### config.mk
export PLATFORM = sky130hd
export DESIGN_NAME = combat_referee_flat
export DESIGN_NICKNAME = d
export VERILOG_FILES = /design/src/rtl/combat_referee_if.sv /design/src/rtl/combat_referee.sv /design/src/flat_wrapper.sv
export SDC_FILE = /design/constraint.sdc
export NUM_CORES = 1
export LEC_CHECK = 0
export BUFFER_PORTS_ARGS = -buffer_cell sky130_fd_sc_hd__buf_2
export CAP_MARGIN = 5
export CORE_MARGIN = 2
export CORE_UTILIZATION = 49
export CTS_BUF_LIST = sky130_fd_sc_hd__clkbuf_16
export CTS_CLUSTER_DIAMETER = 30
export DETAILED_ROUTE_END_ITERATION = 16
export PLACE_DENSITY = 0.69
export SYNTH_ARGS = -nofsm -noshare
export SYNTH_HDL_FRONTEND = slang
export SYNTH_SLANG_ARGS = --single-unit
### constraint.sdc
create_clock -name Clk -period 4.47 [get_ports Clk]
set_clock_uncertainty 0.05 [all_clocks]
set_input_delay 1.341 -clock Clk [delete_from_list [all_inputs] [get_ports Clk]]
set_output_delay 1.341 -clock Clk [all_outputs]
set_load 0.05 [all_outputs]
### src/rtl/combat_referee_if.sv
// rtl/combat_referee_if.sv - frame-rate signal bundle between player controllers and the referee
interface combat_referee_if;
    logic       frame_tick;
    logic       start;
    logic       p1_kick;
    logic       p1_fight;
    logic       p1_dodge;
    logic       p1_jump;
    logic       p2_kick;
    logic       p2_fight;
    logic       p2_dodge;
    logic       p2_jump;
    logic       near_x;
    logic       near_y;
    logic [1:0] p1_hit;
    logic [1:0] p2_hit;
    logic [6:0] p1_health;
    logic [6:0] p2_health;
    logic       p1win;
    logic       p2win;
    logic       fighting;

    // Controller / bench side: drives actions, observes referee results
    modport master (
        output frame_tick, start,
        output p1_kick, p1_fight, p1_dodge, p1_jump,
        output p2_kick, p2_fight, p2_dodge, p2_jump,
        output near_x, near_y,
        input  p1_hit, p2_hit, p1_health, p2_health,
        input  p1win, p2win, fighting
    );

    // Referee side
    modport slave (
        input  frame_tick, start,
        input  p1_kick, p1_fight, p1_dodge, p1_jump,
        input  p2_kick, p2_fight, p2_dodge, p2_jump,
        input  near_x, near_y,
        output p1_hit, p2_hit, p1_health, p2_health,
        output p1win, p2win, fighting
    );
endinterface

### src/rtl/combat_referee.sv
// rtl/combat_referee.sv - two-player hit resolution, health tracking and match FSM
module combat_referee #(
    parameter int MAX_HEALTH      = 100,
    parameter int KICK_DMG        = 15,
    parameter int PUNCH_DMG       = 10,
    parameter int KNOCK_FRAMES    = 12,
    parameter int RECOIL_FRAMES   = 6,
    parameter int COOLDOWN_FRAMES = 8
) (
    input  logic              Clk,
    input  logic              Reset_n,
    combat_referee_if.slave   bus
);

    localparam logic [6:0] MAX_H    = 7'(MAX_HEALTH);
    localparam logic [6:0] KICK_D   = 7'(KICK_DMG);
    localparam logic [6:0] PUNCH_D  = 7'(PUNCH_DMG);
    localparam logic [3:0] KNOCK_N  = 4'(KNOCK_FRAMES);
    localparam logic [3:0] RECOIL_N = 4'(RECOIL_FRAMES);
    localparam logic [3:0] COOL_N   = 4'(COOLDOWN_FRAMES);

    localparam logic [1:0] HIT_NONE   = 2'd0;
    localparam logic [1:0] HIT_RECOIL = 2'd1;
    localparam logic [1:0] HIT_KNOCK  = 2'd2;

    typedef enum logic [1:0] {
        S_WAIT  = 2'd0,
        S_FIGHT = 2'd1,
        S_OVER  = 2'd2
    } state_t;

    state_t     state_q, state_d;
    logic [6:0] p1_health_q, p1_health_d;
    logic [6:0] p2_health_q, p2_health_d;
    logic [1:0] p1_hit_q, p1_hit_d;
    logic [1:0] p2_hit_q, p2_hit_d;
    logic [3:0] p1_cd_q, p1_cd_d;
    logic [3:0] p2_cd_q, p2_cd_d;
    logic [3:0] p1_rc_q, p1_rc_d;
    logic [3:0] p2_rc_q, p2_rc_d;
    logic       p1win_q, p1win_d;
    logic       p2win_q, p2win_d;
    logic       p1_prev_q, p2_prev_q;

    // Jump only qualifies the controllers' animation; an airborne fighter is still struck
    logic unused_jump;
    assign unused_jump = bus.p1_jump | bus.p2_jump;

    // Attack edge detection and landing qualification, evaluated against last frame's state
    logic       p1_act, p2_act;
    logic       p1_edge, p2_edge;
    logic       p1_land, p2_land;
    logic [6:0] p1_dmg, p2_dmg;
    logic [6:0] p1_health_struck, p2_health_struck;

    assign p1_act  = bus.p1_kick | bus.p1_fight;
    assign p2_act  = bus.p2_kick | bus.p2_fight;
    assign p1_edge = p1_act & ~p1_prev_q;
    assign p2_edge = p2_act & ~p2_prev_q;

    assign p1_land = p1_edge & bus.near_x & bus.near_y & (p1_cd_q == 4'd0)
                   & (p1_hit_q == HIT_NONE) & (p2_hit_q == HIT_NONE);
    assign p2_land = p2_edge & bus.near_x & bus.near_y & (p2_cd_q == 4'd0)
                   & (p2_hit_q == HIT_NONE) & (p1_hit_q == HIT_NONE);

    // Kick wins when both flags rise in the same frame
    assign p1_dmg = bus.p1_kick ? KICK_D : PUNCH_D;
    assign p2_dmg = bus.p2_kick ? KICK_D : PUNCH_D;

    // Saturating damage: the struck health never wraps below zero
    assign p2_health_struck = (p2_health_q <= p1_dmg) ? 7'd0 : (p2_health_q - p1_dmg);
    assign p1_health_struck = (p1_health_q <= p2_dmg) ? 7'd0 : (p1_health_q - p2_dmg);

    // Next-state for the match FSM and all per-frame game state
    always_comb begin
        state_d     = state_q;
        p1_health_d = p1_health_q;
        p2_health_d = p2_health_q;
        p1_hit_d    = p1_hit_q;
        p2_hit_d    = p2_hit_q;
        p1_cd_d     = p1_cd_q;
        p2_cd_d     = p2_cd_q;
        p1_rc_d     = p1_rc_q;
        p2_rc_d     = p2_rc_q;
        p1win_d     = p1win_q;
        p2win_d     = p2win_q;

        case (state_q)
            S_WAIT, S_OVER: begin
                // Nothing resolves outside FIGHT; reaction codes stay parked at zero
                p1_hit_d = HIT_NONE;
                p2_hit_d = HIT_NONE;
                p1_rc_d  = 4'd0;
                p2_rc_d  = 4'd0;
                p1_cd_d  = 4'd0;
                p2_cd_d  = 4'd0;
                if (bus.start) begin
                    state_d     = S_FIGHT;
                    p1_health_d = MAX_H;
                    p2_health_d = MAX_H;
                    p1win_d     = 1'b0;
                    p2win_d     = 1'b0;
                end
            end

            S_FIGHT: begin
                // Cooldown loads only from idle, so a blocked re-press cannot extend it
                if (p1_edge && (p1_cd_q == 4'd0))
                    p1_cd_d = COOL_N;
                else if (p1_cd_q != 4'd0)
                    p1_cd_d = p1_cd_q - 4'd1;

                if (p2_edge && (p2_cd_q == 4'd0))
                    p2_cd_d = COOL_N;
                else if (p2_cd_q != 4'd0)
                    p2_cd_d = p2_cd_q - 4'd1;

                // p1 striking p2
                if (p1_land) begin
                    if (bus.p2_dodge) begin
                        p2_hit_d = HIT_RECOIL;
                        p2_rc_d  = RECOIL_N;
                    end else begin
                        p2_hit_d    = HIT_KNOCK;
                        p2_rc_d     = KNOCK_N;
                        p2_health_d = p2_health_struck;
                    end
                end else if (p2_rc_q != 4'd0) begin
                    p2_rc_d = p2_rc_q - 4'd1;
                    if (p2_rc_q == 4'd1)
                        p2_hit_d = HIT_NONE;
                end

                // p2 striking p1, resolved independently of the above
                if (p2_land) begin
                    if (bus.p1_dodge) begin
                        p1_hit_d = HIT_RECOIL;
                        p1_rc_d  = RECOIL_N;
                    end else begin
                        p1_hit_d    = HIT_KNOCK;
                        p1_rc_d     = KNOCK_N;
                        p1_health_d = p1_health_struck;
                    end
                end else if (p1_rc_q != 4'd0) begin
                    p1_rc_d = p1_rc_q - 4'd1;
                    if (p1_rc_q == 4'd1)
                        p1_hit_d = HIT_NONE;
                end

                // A knockout ends the match; both zero in one frame is a draw
                if ((p1_health_d == 7'd0) || (p2_health_d == 7'd0)) begin
                    state_d  = S_OVER;
                    p1win_d  = (p2_health_d == 7'd0);
                    p2win_d  = (p1_health_d == 7'd0);
                    p1_hit_d = HIT_NONE;
                    p2_hit_d = HIT_NONE;
                    p1_rc_d  = 4'd0;
                    p2_rc_d  = 4'd0;
                    p1_cd_d  = 4'd0;
                    p2_cd_d  = 4'd0;
                end
            end

            default: state_d = S_WAIT;
        endcase
    end

    // State register: everything advances only on a frame strobe
    always_ff @(posedge Clk or negedge Reset_n) begin
        if (!Reset_n) begin
            state_q     <= S_WAIT;
            p1_health_q <= MAX_H;
            p2_health_q <= MAX_H;
            p1_hit_q    <= HIT_NONE;
            p2_hit_q    <= HIT_NONE;
            p1_cd_q     <= 4'd0;
            p2_cd_q     <= 4'd0;
            p1_rc_q     <= 4'd0;
            p2_rc_q     <= 4'd0;
            p1win_q     <= 1'b0;
            p2win_q     <= 1'b0;
            p1_prev_q   <= 1'b0;
            p2_prev_q   <= 1'b0;
        end else if (bus.frame_tick) begin
            state_q     <= state_d;
            p1_health_q <= p1_health_d;
            p2_health_q <= p2_health_d;
            p1_hit_q    <= p1_hit_d;
            p2_hit_q    <= p2_hit_d;
            p1_cd_q     <= p1_cd_d;
            p2_cd_q     <= p2_cd_d;
            p1_rc_q     <= p1_rc_d;
            p2_rc_q     <= p2_rc_d;
            p1win_q     <= p1win_d;
            p2win_q     <= p2win_d;
            p1_prev_q   <= p1_act;
            p2_prev_q   <= p2_act;
        end
    end

    assign bus.p1_hit    = p1_hit_q;
    assign bus.p2_hit    = p2_hit_q;
    assign bus.p1_health = p1_health_q;
    assign bus.p2_health = p2_health_q;
    assign bus.p1win     = p1win_q;
    assign bus.p2win     = p2win_q;
    assign bus.fighting  = (state_q == S_FIGHT);

endmodule

### src/flat_wrapper.sv
// flat-port wrapper written by rule: the top's interface ports become plain ports
module combat_referee_flat 
#(
    parameter int MAX_HEALTH      = 100,
    parameter int KICK_DMG        = 15,
    parameter int PUNCH_DMG       = 10,
    parameter int KNOCK_FRAMES    = 12,
    parameter int RECOIL_FRAMES   = 6,
    parameter int COOLDOWN_FRAMES = 8
)
  (Clk, Reset_n, bus_frame_tick, bus_start, bus_p1_kick, bus_p1_fight, bus_p1_dodge, bus_p1_jump, bus_p2_kick, bus_p2_fight, bus_p2_dodge, bus_p2_jump, bus_near_x, bus_near_y, bus_p1_hit, bus_p2_hit, bus_p1_health, bus_p2_health, bus_p1win, bus_p2win, bus_fighting);
  combat_referee_if bus_i ();
  input  logic Clk;
  input  logic Reset_n;
  input wire logic [$bits(bus_i.frame_tick)-1:0] bus_frame_tick;
  input wire logic [$bits(bus_i.start)-1:0] bus_start;
  input wire logic [$bits(bus_i.p1_kick)-1:0] bus_p1_kick;
  input wire logic [$bits(bus_i.p1_fight)-1:0] bus_p1_fight;
  input wire logic [$bits(bus_i.p1_dodge)-1:0] bus_p1_dodge;
  input wire logic [$bits(bus_i.p1_jump)-1:0] bus_p1_jump;
  input wire logic [$bits(bus_i.p2_kick)-1:0] bus_p2_kick;
  input wire logic [$bits(bus_i.p2_fight)-1:0] bus_p2_fight;
  input wire logic [$bits(bus_i.p2_dodge)-1:0] bus_p2_dodge;
  input wire logic [$bits(bus_i.p2_jump)-1:0] bus_p2_jump;
  input wire logic [$bits(bus_i.near_x)-1:0] bus_near_x;
  input wire logic [$bits(bus_i.near_y)-1:0] bus_near_y;
  output wire logic [$bits(bus_i.p1_hit)-1:0] bus_p1_hit;
  output wire logic [$bits(bus_i.p2_hit)-1:0] bus_p2_hit;
  output wire logic [$bits(bus_i.p1_health)-1:0] bus_p1_health;
  output wire logic [$bits(bus_i.p2_health)-1:0] bus_p2_health;
  output wire logic [$bits(bus_i.p1win)-1:0] bus_p1win;
  output wire logic [$bits(bus_i.p2win)-1:0] bus_p2win;
  output wire logic [$bits(bus_i.fighting)-1:0] bus_fighting;
  assign bus_i.frame_tick = bus_frame_tick;
  assign bus_i.start = bus_start;
  assign bus_i.p1_kick = bus_p1_kick;
  assign bus_i.p1_fight = bus_p1_fight;
  assign bus_i.p1_dodge = bus_p1_dodge;
  assign bus_i.p1_jump = bus_p1_jump;
  assign bus_i.p2_kick = bus_p2_kick;
  assign bus_i.p2_fight = bus_p2_fight;
  assign bus_i.p2_dodge = bus_p2_dodge;
  assign bus_i.p2_jump = bus_p2_jump;
  assign bus_i.near_x = bus_near_x;
  assign bus_i.near_y = bus_near_y;
  assign bus_p1_hit = bus_i.p1_hit;
  assign bus_p2_hit = bus_i.p2_hit;
  assign bus_p1_health = bus_i.p1_health;
  assign bus_p2_health = bus_i.p2_health;
  assign bus_p1win = bus_i.p1win;
  assign bus_p2win = bus_i.p2win;
  assign bus_fighting = bus_i.fighting;
  combat_referee #(.MAX_HEALTH(MAX_HEALTH), .KICK_DMG(KICK_DMG), .PUNCH_DMG(PUNCH_DMG), .KNOCK_FRAMES(KNOCK_FRAMES), .RECOIL_FRAMES(RECOIL_FRAMES), .COOLDOWN_FRAMES(COOLDOWN_FRAMES)) u_core (.Clk(Clk), .Reset_n(Reset_n), .bus(bus_i));
endmodule
==> results of run 1 <==
==> power by group <==
group / switching, W / leakage, nW / internal (W)
Clock: 0.000148 / 0.0850 / 0.000261
Combinational: 0.000476 / 0.786 / 0.000269
Sequential: 0.0000751 / 0.513 / 0.000440
==> per-layer routing <==
metal	global-route usage, %	routed length, um	vias up	part of all wire, %
met1	30.2	3010	1228	45
met2	37.7	3180	124	47
met4	8.45	101	0	1.5
met5	0	0	-	0
li1	-	-	1227	-
met3	3.98	434	17	6.4
==> cells in the final DEF (no fill, tap or decap), drive strengths merged, types with 2 or more instances in the layout <==
cell / netlist / layout
a21o: 3 / 3
a21oi: 15 / 15
a31oi: 14 / 14
a41o: 4 / 4
and2: 2 / 2
and3b: 2 / 2
buf: 5 / 35
clkbuf: 6 / 5
dfrtp: 34 / 34
dfstp: 6 / 6
ha: 14 / 14
inv: 27 / 28
nand2: 26 / 26
nand2b: 2 / 2
nand3: 14 / 14
nand3b: 3 / 3
nand4: 5 / 5
nand4b: 2 / 2
nor2: 26 / 26
nor3: 12 / 12
nor3b: 3 / 3
nor4: 4 / 4
o211ai: 8 / 8
o21a: 3 / 3
o21ai: 17 / 17
o21ba: 2 / 2
o221ai: 2 / 2
o22ai: 12 / 12
o2bb2ai: 8 / 8
o31ai: 6 / 6
o41ai: 2 / 2
or3: 5 / 5
xnor2: 2 / 2
xor2: 2 / 2
==> per-stage QoR <==
step,utilization (%),instances,total power (W),cell area [um2],hold slack (ns)
floorplan,-,311,0.00109,2770,0.406
global placement,54.4,407,0.00124,2980,0.426
detailed placement,54.4,407,0.00126,2980,0.429
CTS,57.4,415,0.00167,3140,0.439
global route,57.4,415,0.00178,3140,0.469
finish,57.4,415,0.00167,3140,0.435
==> worst paths after layout <==
kind                                           end  slack, ns  cells after the start
min reg2reg                u_core.bus.p1_health[2]       0.43                      2
max reg2reg                      u_core.p2_cd_q[3]       1.58                      9
max                              u_core.state_q[1]       0.96                     10
max in group asynchronous         u_core.p2_prev_q       2.66                      1
min in group asynchronous  u_core.bus.p2_health[4]       1.13                      1
min                        u_core.bus.p1_health[2]       0.43                      2
==> area by class of cell <==
cell class,instances,area [um2]
well taps,72,90.1
clock inverters,3,38.8
flip-flops and latches,40,1010
repair buffers,35,183
clock buffers,5,125
inverters,27,101
fillers,498,2330
multi-input cells,233,1600
==> sequential cells by signal, indices dropped and copies added, names as in the netlist <==
| register | count |
|---|---|
| u_core.bus.p1_health | 7 |
| u_core.bus.p2_health | 7 |
| u_core.bus.p1win | 1 |
| u_core.p2_rc_q | 4 |
| u_core.p1_prev_q | 1 |
| u_core.bus.p1_hit | 2 |
| u_core.p1_rc_q | 4 |
| u_core.state_q | 2 |
| u_core.bus.p2_hit | 2 |
| u_core.bus.p2win | 1 |
| u_core.p1_cd_q | 4 |
| u_core.p2_prev_q | 1 |
| u_core.p2_cd_q | 4 |
==> synth_stat cells, types with 7 or more instances <==
master and count:
nor2_1 26, nand3_1 11, o22ai_1 12, a21oi_1 15, a31oi_1 14, o2bb2ai_1 8
dfrtp_1 34, o211ai_1 7, ha_1 14, o21ai_0 15, nand2_1 25, nor3_1 12
inv_1 27
==> critical path: stages <==
cell and delay, ns:
buf_2 0.12, inv_1 0.05, ha_1 0.37, and3b_1 0.22, o211ai_1 0.14, and2_1 0.25
a211o_1 0.32, nand4b_4 0.27, nand3_2 0.27, a22o_1 0.27
==> kinds of logic after synthesis <==
family,after synthesis
flip-flops,40
XOR/XNOR,4
multiplexers,1
buffers and inverters,38
AO/OA/AOI/OAI,104
AND/OR/NAND/NOR,110
adder cells (fa/ha/maj),14
==> reports/qor.yml, run 1 <==
synthesis:
  yosys.area_share.adder_pct: 6.32
  synthSimpleGateAreaFrac_pct: 23.2
  syn_avg_cell_area_um2: 8.92
  synth_top_area_share_pct: 30.7
  ys_warn_count: 0
  ys_seq_area_share_pct: 36.4
  synth_top_family_by_area: "compound AO/OA/AOI/OAI gates"
  async_flop_share_pct: 100
  synth_area_leaders: "dfrtp_1, ha_1, dfstp_2"
  synth-main-ff-cell: "dfrtp_1"
  post_synth_num_cell_types: 61
  synth.mux.area_fraction_pct: 0.361
  synth_xor_area_share_pct: 1.26
  synth_top_cell_by_area: "dfrtp_1"
  synthCells: 311
  syn_area_um2: 2770
  synth-edff-count: 0
  ys_seq_elements: 40
  synth-compound-area-share_pct: 26.4
  syn-num-nets: 339
clock_tree:
  post_cts_resized: 0
  holdBufCountCts: 0
  cts_buffer_depth: 2
  cts_max_level: 2
  clock-sinks: 40
  cts_setup_buffers: 0
  clk_pin_slew_ns: 0.06
  clk_latency_ns: 0.29
  cts_made_buffers: 5
  cts_root_buf: "clkbuf_16"
  cts_tree: "yes"
global_routing:
  grt_pass1_wl_mm: 11.4
  grt_overflow: 0
  grt_use_total_pct: 22.9
  antenna_found_initial: 0
  grt_pass1_vias: 2462
  grt_max_degree: 41
cells_and_area:
  areaGrowthSynthToFinish_pct: 13.4
  diodes: 0
  nets: 370
  drive_gt1_share_pct: 19.0
timing:
  rsz0062_at_grt: "false"
  final.setup.tns_ns: 0
  worst_pin_slew_ns: 0.904
  fmax_mhz: 285
  setup_viol: 0
  hold_viol: 0
  period_minus_slack_ns: 3.51
  fin_ws_ns: 0.959
  fin_crit_sh_pct: 78.5
  max_slew_margin_pct: 39.7
  drv_slew: 0
setup_path:
  end_kind: "flip-flop"
  crit_path_start_kind: "input pin"
  worstSetupPathType: "in2reg"
  cp_data_required_time_ns: 4.60
  r2r_start: "u_core.p1_cd_q[0]"
  critPathArrivalTime_ns: 3.64
  crit_fanout: 18
  critPathLaunch: "bus_p1_kick"
pwr:
  power_density_nw_per_um2: 531
  p_leak_nw: 1.38
  vdd_ir_drop_max_mv: 0.386
floorplan:
  coreArea_um2: 5470
  initial_core_util_pct: 50.7
  die_w_um: 79.2
  dieArea_um2: 6280
  die_y_um: 79.2
  pin_count: 35
  rows: 27
routing:
  drt-initial-drc-count: 190
  via_per_inst: 6.26
  drc: 0
  avgRoutedWirePerCell_um: 16.2
  antenna_left: 0
  routed_wl_mm: 6.73
  first_pass_iters: 5
  vias: 2596
place:
  dp_hpwl_mm: 4.76
  place.gp.congestion: 0.903
  portBuffers: 32
  preCtsSetupSlack_ns: 0.708
hold_path:
  worstHoldStart: "u_core.bus.p1_health[2]"
  hold_class: "reg2reg"
run_status:
  status: "finished, final reports clean"
flow_run:
  cap_violations: 0
No activity file was read; power rests on OpenSTA's default activity.
==> inputs of run 2 (changes only) <==
--- a/config.mk
+++ b/config.mk
@@ -5,6 +5,7 @@
 export SDC_FILE = /design/constraint.sdc
 export NUM_CORES = 1
 export LEC_CHECK = 0
+export ABC_AREA = 1
 export BUFFER_PORTS_ARGS = -buffer_cell sky130_fd_sc_hd__buf_2
 export CAP_MARGIN = 5
 export CORE_MARGIN = 2
@@ -12,7 +13,7 @@
 export CTS_BUF_LIST = sky130_fd_sc_hd__clkbuf_16
 export CTS_CLUSTER_DIAMETER = 30
 export DETAILED_ROUTE_END_ITERATION = 16
-export PLACE_DENSITY = 0.69
+export PLACE_DENSITY = 0.72
 export SYNTH_ARGS = -nofsm -noshare
 export SYNTH_HDL_FRONTEND = slang
 export SYNTH_SLANG_ARGS = --single-unit
==> constraint.sdc (replaced) <==
create_clock -name Clk -period 2.9 [get_ports Clk]
set_clock_uncertainty 0.05 [all_clocks]
set_input_delay 0.87 -clock Clk [delete_from_list [all_inputs] [get_ports Clk]]
set_output_delay 0.87 -clock Clk [all_outputs]
set_load 0.05 [all_outputs]
==> run 2 against run 1 <==
Effect of this change: area after synthesis rose by 8.1%; register-to-register slack got worse by 1.3 ns; worst setup slack got worse by 0.80 ns.
==> reports/qor.yml, run 2 <==
routing:
  antenna_left: 0
  routed_wl_mm: 7.31
  first_pass_iters: 5
  drc: 0
  avgRoutedWirePerCell_um: 12.8
  via_per_inst: 5.14
  drt-initial-drc-count: 170
  vias: 2934
setup_path:
  critPathArrivalTime_ns: 2.91
  cp_slowest_cell: "ha_4"
  cp_cell_sequence: "buf_2 > inv_1 > ha_4 > nand2_1 > o21bai_1 > nand2_1 > nand2_1 > nand2_2 > nand2_4 > inv_1 > nor2_2 > nor2_2 > nand2_4 > nand3_4 > buf_6 > nor2_1 > nand3_1 > nand2_1"
  end_kind: "flip-flop"
  cp_data_required_time_ns: 3.08
  max_stage_delay_ns: 0.27
  rrSetupSlack_ns: 0.31
  ff2ff_path_depth: 18
  worstSetupPathType: "in2reg"
  cp_top_family: "simple AND/OR/NAND/NOR gates"
  path_buf_inv: 4
  cp_common_cell: "nand2_1"
  r2r_start: "u_core.p2_cd_q[0]"
  crit_fanout: 8
  r2r-end: "u_core.bus.p2win"
  crit_path_start_kind: "input pin"
pwr:
  power.switching_w: 0.00132
  pwr-share-seq_pct: 27.9
  clkPwrFrac_pct: 18.4
  power_density_nw_per_um2: 773
  power.share.switching_pct: 45.6
  fin_total_pwr_w: 0.00288
  intPower_w: 0.00157
  p_leak_nw: 2.00
  vdd_ir_drop_max_mv: 0.381
  p_comb_share_pct: 53.6
place:
  preCtsSetupSlack_ns: -0.206
  portBuffers: 32
  dp_hpwl_mm: 5.48
  place.gp.congestion: 0.851
  placed_area_um2: 3510
timing:
  final.setup.tns_ns: 0
  rsz0062_at_grt: "true"
  max_slew_margin_pct: 65.4
  worst_pin_slew_ns: 0.519
  hold_viol: 0
  fmax_mhz: 365
  setup_viol: 0
  drv_slew: 0
  period_minus_slack_ns: 2.74
  fin_ws_ns: 0.164
  fin_crit_sh_pct: 94.4
synthesis:
  synth-compound-area-share_pct: 8.31
  ys_seq_area_share_pct: 33.7
  synth-main-ff-cell: "dfrtp_1"
  synth_area_leaders: "dfrtp_1, nand2_1, ha_1"
  synthTopCellsByCount: "nand2_1, inv_1, nor2_1"
  synthSimpleGateAreaFrac_pct: 42.8
  synth_top_cell_by_area: "dfrtp_1"
  yosys.area_share.adder_pct: 5.85
  ys_warn_count: 0
  async_flop_share_pct: 100
  post_synth_num_cell_types: 35
  syn-num-nets: 449
  yosysMostFrequentCell: "nand2_1"
  synth.mux.area_fraction_pct: 0
  synth_top_area_share_pct: 28.4
  synth_top_family_by_area: "simple AND/OR/NAND/NOR gates"
  synth-edff-count: 0
  ys_seq_elements: 40
  synth_xor_area_share_pct: 1.17
  syn_area_um2: 3000
  synthCells: 421
  syn_avg_cell_area_um2: 7.12
floorplan:
  rows: 28
  coreArea_um2: 5920
  initial_core_util_pct: 50.6
  die_w_um: 82.2
  die_y_um: 82.2
  dieArea_um2: 6760
  pin_count: 35
cells_and_area:
  nets: 523
  areaGrowthSynthToFinish_pct: 24.5
  final_core_util_pct: 63.0
  final_common_cell: "nand2_1"
  layout_common_cells: "nand2_1, inv_1, nor2_1"
  drive_gt1_share_pct: 30.0
  design_area_um2: 3730
  diodes: 0
flow_run:
  cap_violations: 0
clock_tree:
  clk_pin_slew_ns: 0.06
  cts_tree: "yes"
  cts_root_buf: "clkbuf_16"
  clk_latency_ns: 0.29
  cts_max_level: 2
  cts_buffer_depth: 2
  cts_made_buffers: 5
  clock-sinks: 40
global_routing:
  grt_pass1_vias: 2731
  grt_max_degree: 41
  grt_overflow: 0
  grt_use_total_pct: 23.8
  antenna_found_initial: 0
  grt_pass1_wl_mm: 12.2
run_status:
  status: "finished, final reports clean"
hold_path:
  hold_class: "reg2reg"
  holdPathEnd: "u_core.bus.p1win"
  hold_depth: 2
  worstHoldStart: "u_core.bus.p1win"
[run 2: cell types whose count changed in the layout (fill, tap and decap cells not counted), moves of 9 or more]
| cell | previous run | this run |
|---|---|---|
| inv_1 | 28 | 48 |
| nand2_2 | 0 | 15 |
| a21oi_1 | 15 | 5 |
| nand2_1 | 25 | 116 |
| buf_4 | 3 | 37 |
| nor2_2 | 0 | 11 |
| nor2_1 | 26 | 42 |
| nor3_1 | 12 | 3 |
| nand3_1 | 11 | 32 |
| a31oi_1 | 14 | 0 |
| nand4_1 | 3 | 15 |
[run 2: cells by family after synthesis]
| family | after synthesis |
|---|---|
| AND/OR/NAND/NOR | 261 |
| buffers and inverters | 59 |
| adder cells (fa/ha/maj) | 14 |
| AO/OA/AOI/OAI | 43 |
| XOR/XNOR | 4 |
| flip-flops | 40 |
[run 2: worst reg2reg max path: stages (launching register included)]
cell and delay (ns):
dfrtp_1 0.40, inv_1 0.11, ha_1 0.20, nand2_1 0.09, nor2_2 0.11, nand2_1 0.11
nor2_4 0.18, buf_4 0.18, nand4_1 0.08, nand3_1 0.12, nand2_1 0.09, nor2_4 0.13
nand2_4 0.12, nand3_4 0.18, nand2_2 0.09, inv_2 0.06, nand2_1 0.06, nand2_1 0.06
nand2_1 0.06
[run 2: worst max-delay path by stage]
stage,endpoint,cells past startpoint,start
global placement,u_core.p1_cd_q[0],17,bus_p1_kick
finish,u_core.bus.p1_hit[1],18,bus_p1_kick
floorplan,u_core.p2_rc_q[0],17,bus_p1_kick
detailed placement,u_core.p2_cd_q[0],17,bus_p1_kick
global route,u_core.bus.p1_hit[1],18,bus_p2_kick
CTS,u_core.p2_cd_q[0],17,bus_p1_kick
[run 2: cell type report]
type / instances / area [um2]
Clock buffer: 5 / 125
Tap cell: 75 / 93.8
Inverter: 55 / 209
Sequential cell: 40 / 1010
Timing Repair Buffer: 71 / 469
Clock inverter: 3 / 11.3
Fill cell: 524 / 2190
Multi-Input combinational cell: 322 / 1810
[run 2: per-layer routing]
metal  track usage (%)  wire length (um)
met5                 0                 0
met4              7.33                94
met3              5.22               270
met2              38.1              3410
met1              32.0              3540
[run 2: stage by stage]
step | cells | hold WS, ns
6_report | 571 | 0.430
4_1_cts | 570 | 0.440
3_5_place_dp | 562 | 0.416
5_1_grt | 571 | 0.480
2_1_floorplan | 421 | 0.409
3_3_place_gp | 562 | 0.428
[run 2: timing repair]
action / CTS / global route
hold buffers: 0 / 0
buffers inserted: 0 / 1
setup endpoints to repair: 0 / 21
resized for setup: 0 / 17
[run 2: power by group through the flow]
stage / sequential, W / combinational (W) / clock (W)
CTS: 0.000801 / 0.00150 / 0.000540
detailed placement: 0.000810 / 0.00149 / 0
finish: 0.000805 / 0.00155 / 0.000532
global placement: 0.000806 / 0.00145 / 0
global route: 0.000823 / 0.00172 / 0.000571
floorplan: 0.000907 / 0.000988 / 0
==> inputs of run 3 (changes only) <==
--- a/config.mk
+++ b/config.mk
@@ -13,7 +13,7 @@
 export CTS_BUF_LIST = sky130_fd_sc_hd__clkbuf_16
 export CTS_CLUSTER_DIAMETER = 30
 export DETAILED_ROUTE_END_ITERATION = 16
-export PLACE_DENSITY = 0.72
+export PLACE_DENSITY_LB_ADDON = 0.08
 export SYNTH_ARGS = -nofsm -noshare
 export SYNTH_HDL_FRONTEND = slang
 export SYNTH_SLANG_ARGS = --single-unit
==> run 3 against run 2 <==
Effect of this change: sequential cell count unchanged; register-to-register slack improved by 0.02 ns; routed wire length increased by 2.7%; power about the same; maximum frequency increased by 0.25%; worst setup slack improved by 0.0067 ns; largest cell class unchanged.
==> reports/qor.yml, run 3 (synthesized netlist as in run 2, its figures left out) <==
setup_path:
  worstSetupPathType: "in2reg"
  path_depth: 17
  r2r-end: "u_core.bus.p1win"
  max_stage_delay_ns: 0.21
  crit_fanout: 7
  end_kind: "flip-flop"
  cp_common_cell: "nand2_1"
  critPathArrivalTime_ns: 2.90
  path_buf_inv: 3
  critPathLaunch: "bus_p1_kick"
  crit_path_start_kind: "input pin"
  ff2ff_path_depth: 19
  cp_data_required_time_ns: 3.07
  rrSetupSlack_ns: 0.33
  cp_cell_sequence: "buf_2 > ha_1 > inv_1 > ha_1 > a21o_1 > a21oi_2 > nand2_1 > nand2_1 > nand2_1 > nor2_2 > nor2_2 > nand2_4 > nand3_4 > buf_4 > nor2_1 > nand3_1 > nand2_1"
  cp_slowest_cell: "ha_1"
  cp_top_family: "simple AND/OR/NAND/NOR gates"
  r2r_start: "u_core.p2_cd_q[0]"
clock_tree:
  cts_tree: "yes"
  cts_made_buffers: 5
  clock-sinks: 40
  cts_buffer_depth: 2
  holdBufCountCts: 0
  clk_latency_ns: 0.28
  clk_pin_slew_ns: 0.06
  cts_root_buf: "clkbuf_16"
  cts_max_level: 2
cells_and_area:
  nets: 521
  layout_common_cells: "nand2_1, inv_1, nor2_1"
  final_core_util_pct: 62.8
  final_common_cell: "nand2_1"
  drive_gt1_share_pct: 30.2
  layoutNonFillerInstCount: 569
  diodes: 0
  areaGrowthSynthToFinish_pct: 24.1
global_routing:
  grt_pass1_vias: 2799
  grt_max_degree: 41
  grt_use_total_pct: 24.0
  grt_pass1_wl_mm: 12.4
  antenna_found_initial: 0
  grt_overflow: 0
run_status:
  status: "finished, final reports clean"
timing:
  max_slew_margin_pct: 69.8
  hold_viol: 0
  setup_viol: 0
  period_minus_slack_ns: 2.73
  fmax_mhz: 366
  fin_crit_sh_pct: 94.1
  drv_slew: 0
  worst_pin_slew_ns: 0.452
floorplan:
  die_w_um: 82.2
  dieArea_um2: 6760
  die_y_um: 82.2
  pin_count: 35
  initial_core_util_pct: 50.6
  coreArea_um2: 5920
  rows: 28
pwr:
  p_leak_nw: 2.00
  vdd_ir_drop_max_mv: 0.351
  power_density_nw_per_um2: 775
  fin_total_pwr_w: 0.00288
place:
  dp_hpwl_mm: 5.44
  portBuffers: 32
  place.gp.congestion: 0.858
  place_inst: 559
routing:
  drt-initial-drc-count: 127
  routed_wl_mm: 7.51
  via_per_inst: 5.16
  antenna_left: 0
  vias: 2935
  avgRoutedWirePerCell_um: 13.2
  drc: 0
  first_pass_iters: 4
hold_path:
  worstHoldStart: "u_core.bus.p1win"
  holdPathEnd: "u_core.bus.p1win"
  hold_class: "reg2reg"
  hold_depth: 2
flow_run:
  cap_violations: 0
## run 3: how the worst max path moves through the flow
stage	to
finish	u_core.bus.p1_hit[0]
global route	u_core.bus.p1_hit[0]
CTS	u_core.bus.p2win
detailed placement	u_core.bus.p1win
global placement	u_core.p2_cd_q[0]
floorplan	u_core.p2_rc_q[0]
## run 3: per-stage QoR
step | setup slack, ns | hold WS [ns] | cell area [um2] | TNS [ns]
floorplan | 0.233 | 0.409 | 3000 | 0
global placement | -0.0927 | 0.416 | 3510 | -1.32
detailed placement | -0.114 | 0.410 | 3510 | -1.79
CTS | 0.163 | 0.424 | 3650 | 0
global route | -0.0313 | 0.467 | 3720 | -0.0444
finish | 0.170 | 0.423 | 3720 | 0
## run 3: cell type report
type / count / area [um2]
Clock inverter: 3 / 11.3
Timing Repair Buffer: 69 / 475
Multi-Input combinational cell: 322 / 1800
Sequential cell: 40 / 1010
Clock buffer: 5 / 125
Fill cell: 537 / 2200
Inverter: 55 / 209
Tap cell: 75 / 93.8
## run 3: worst register-to-register path, cell delays in order (launching register included)
cell and delay (ns):
dfrtp_1 0.40, inv_1 0.10, ha_1 0.18, nand2_1 0.10
nor2_2 0.10, nand2_1 0.11, nor2_4 0.17, nand2_2 0.13
nand2_1 0.08, inv_1 0.04, nor2_1 0.16, nand2_1 0.09
nor2_2 0.15, nand2_4 0.13, nand3_4 0.17, nand2_2 0.09
inv_2 0.06, nand2_1 0.07, nand2_1 0.06, nand2_1 0.05
## run 3: repair_timing
| item | 4_1_cts | 5_1_grt |
|---|---|---|
| setup buffers | 0 | 2 |
| endpoints found under the setup margin | 0 | 18 |
| gates resized for setup | 0 | 16 |
## run 3: report_power, final
group,total [W],internal (W),switching [W]
logic,0.00154,0.000571,0.000972
clock network,0.000536,0.000310,0.000226
registers,0.000802,0.000690,0.000112
total,0.00288,0.00157,0.00131
## run 3: layer usage
| metal | GRT usage, % | part of all wire, % | vias to the layer above | wire length (um) |
|---|---|---|---|---|
| li1 | - | - | 1501 | - |
| met1 | 31.5 | 47 | 1370 | 3550 |
| met2 | 40.6 | 49 | 57 | 3660 |
| met3 | 3.48 | 3.3 | 7 | 245 |
| met4 | 7.33 | 0.79 | 0 | 59 |
| met5 | 0 | 0 | - | 0 |
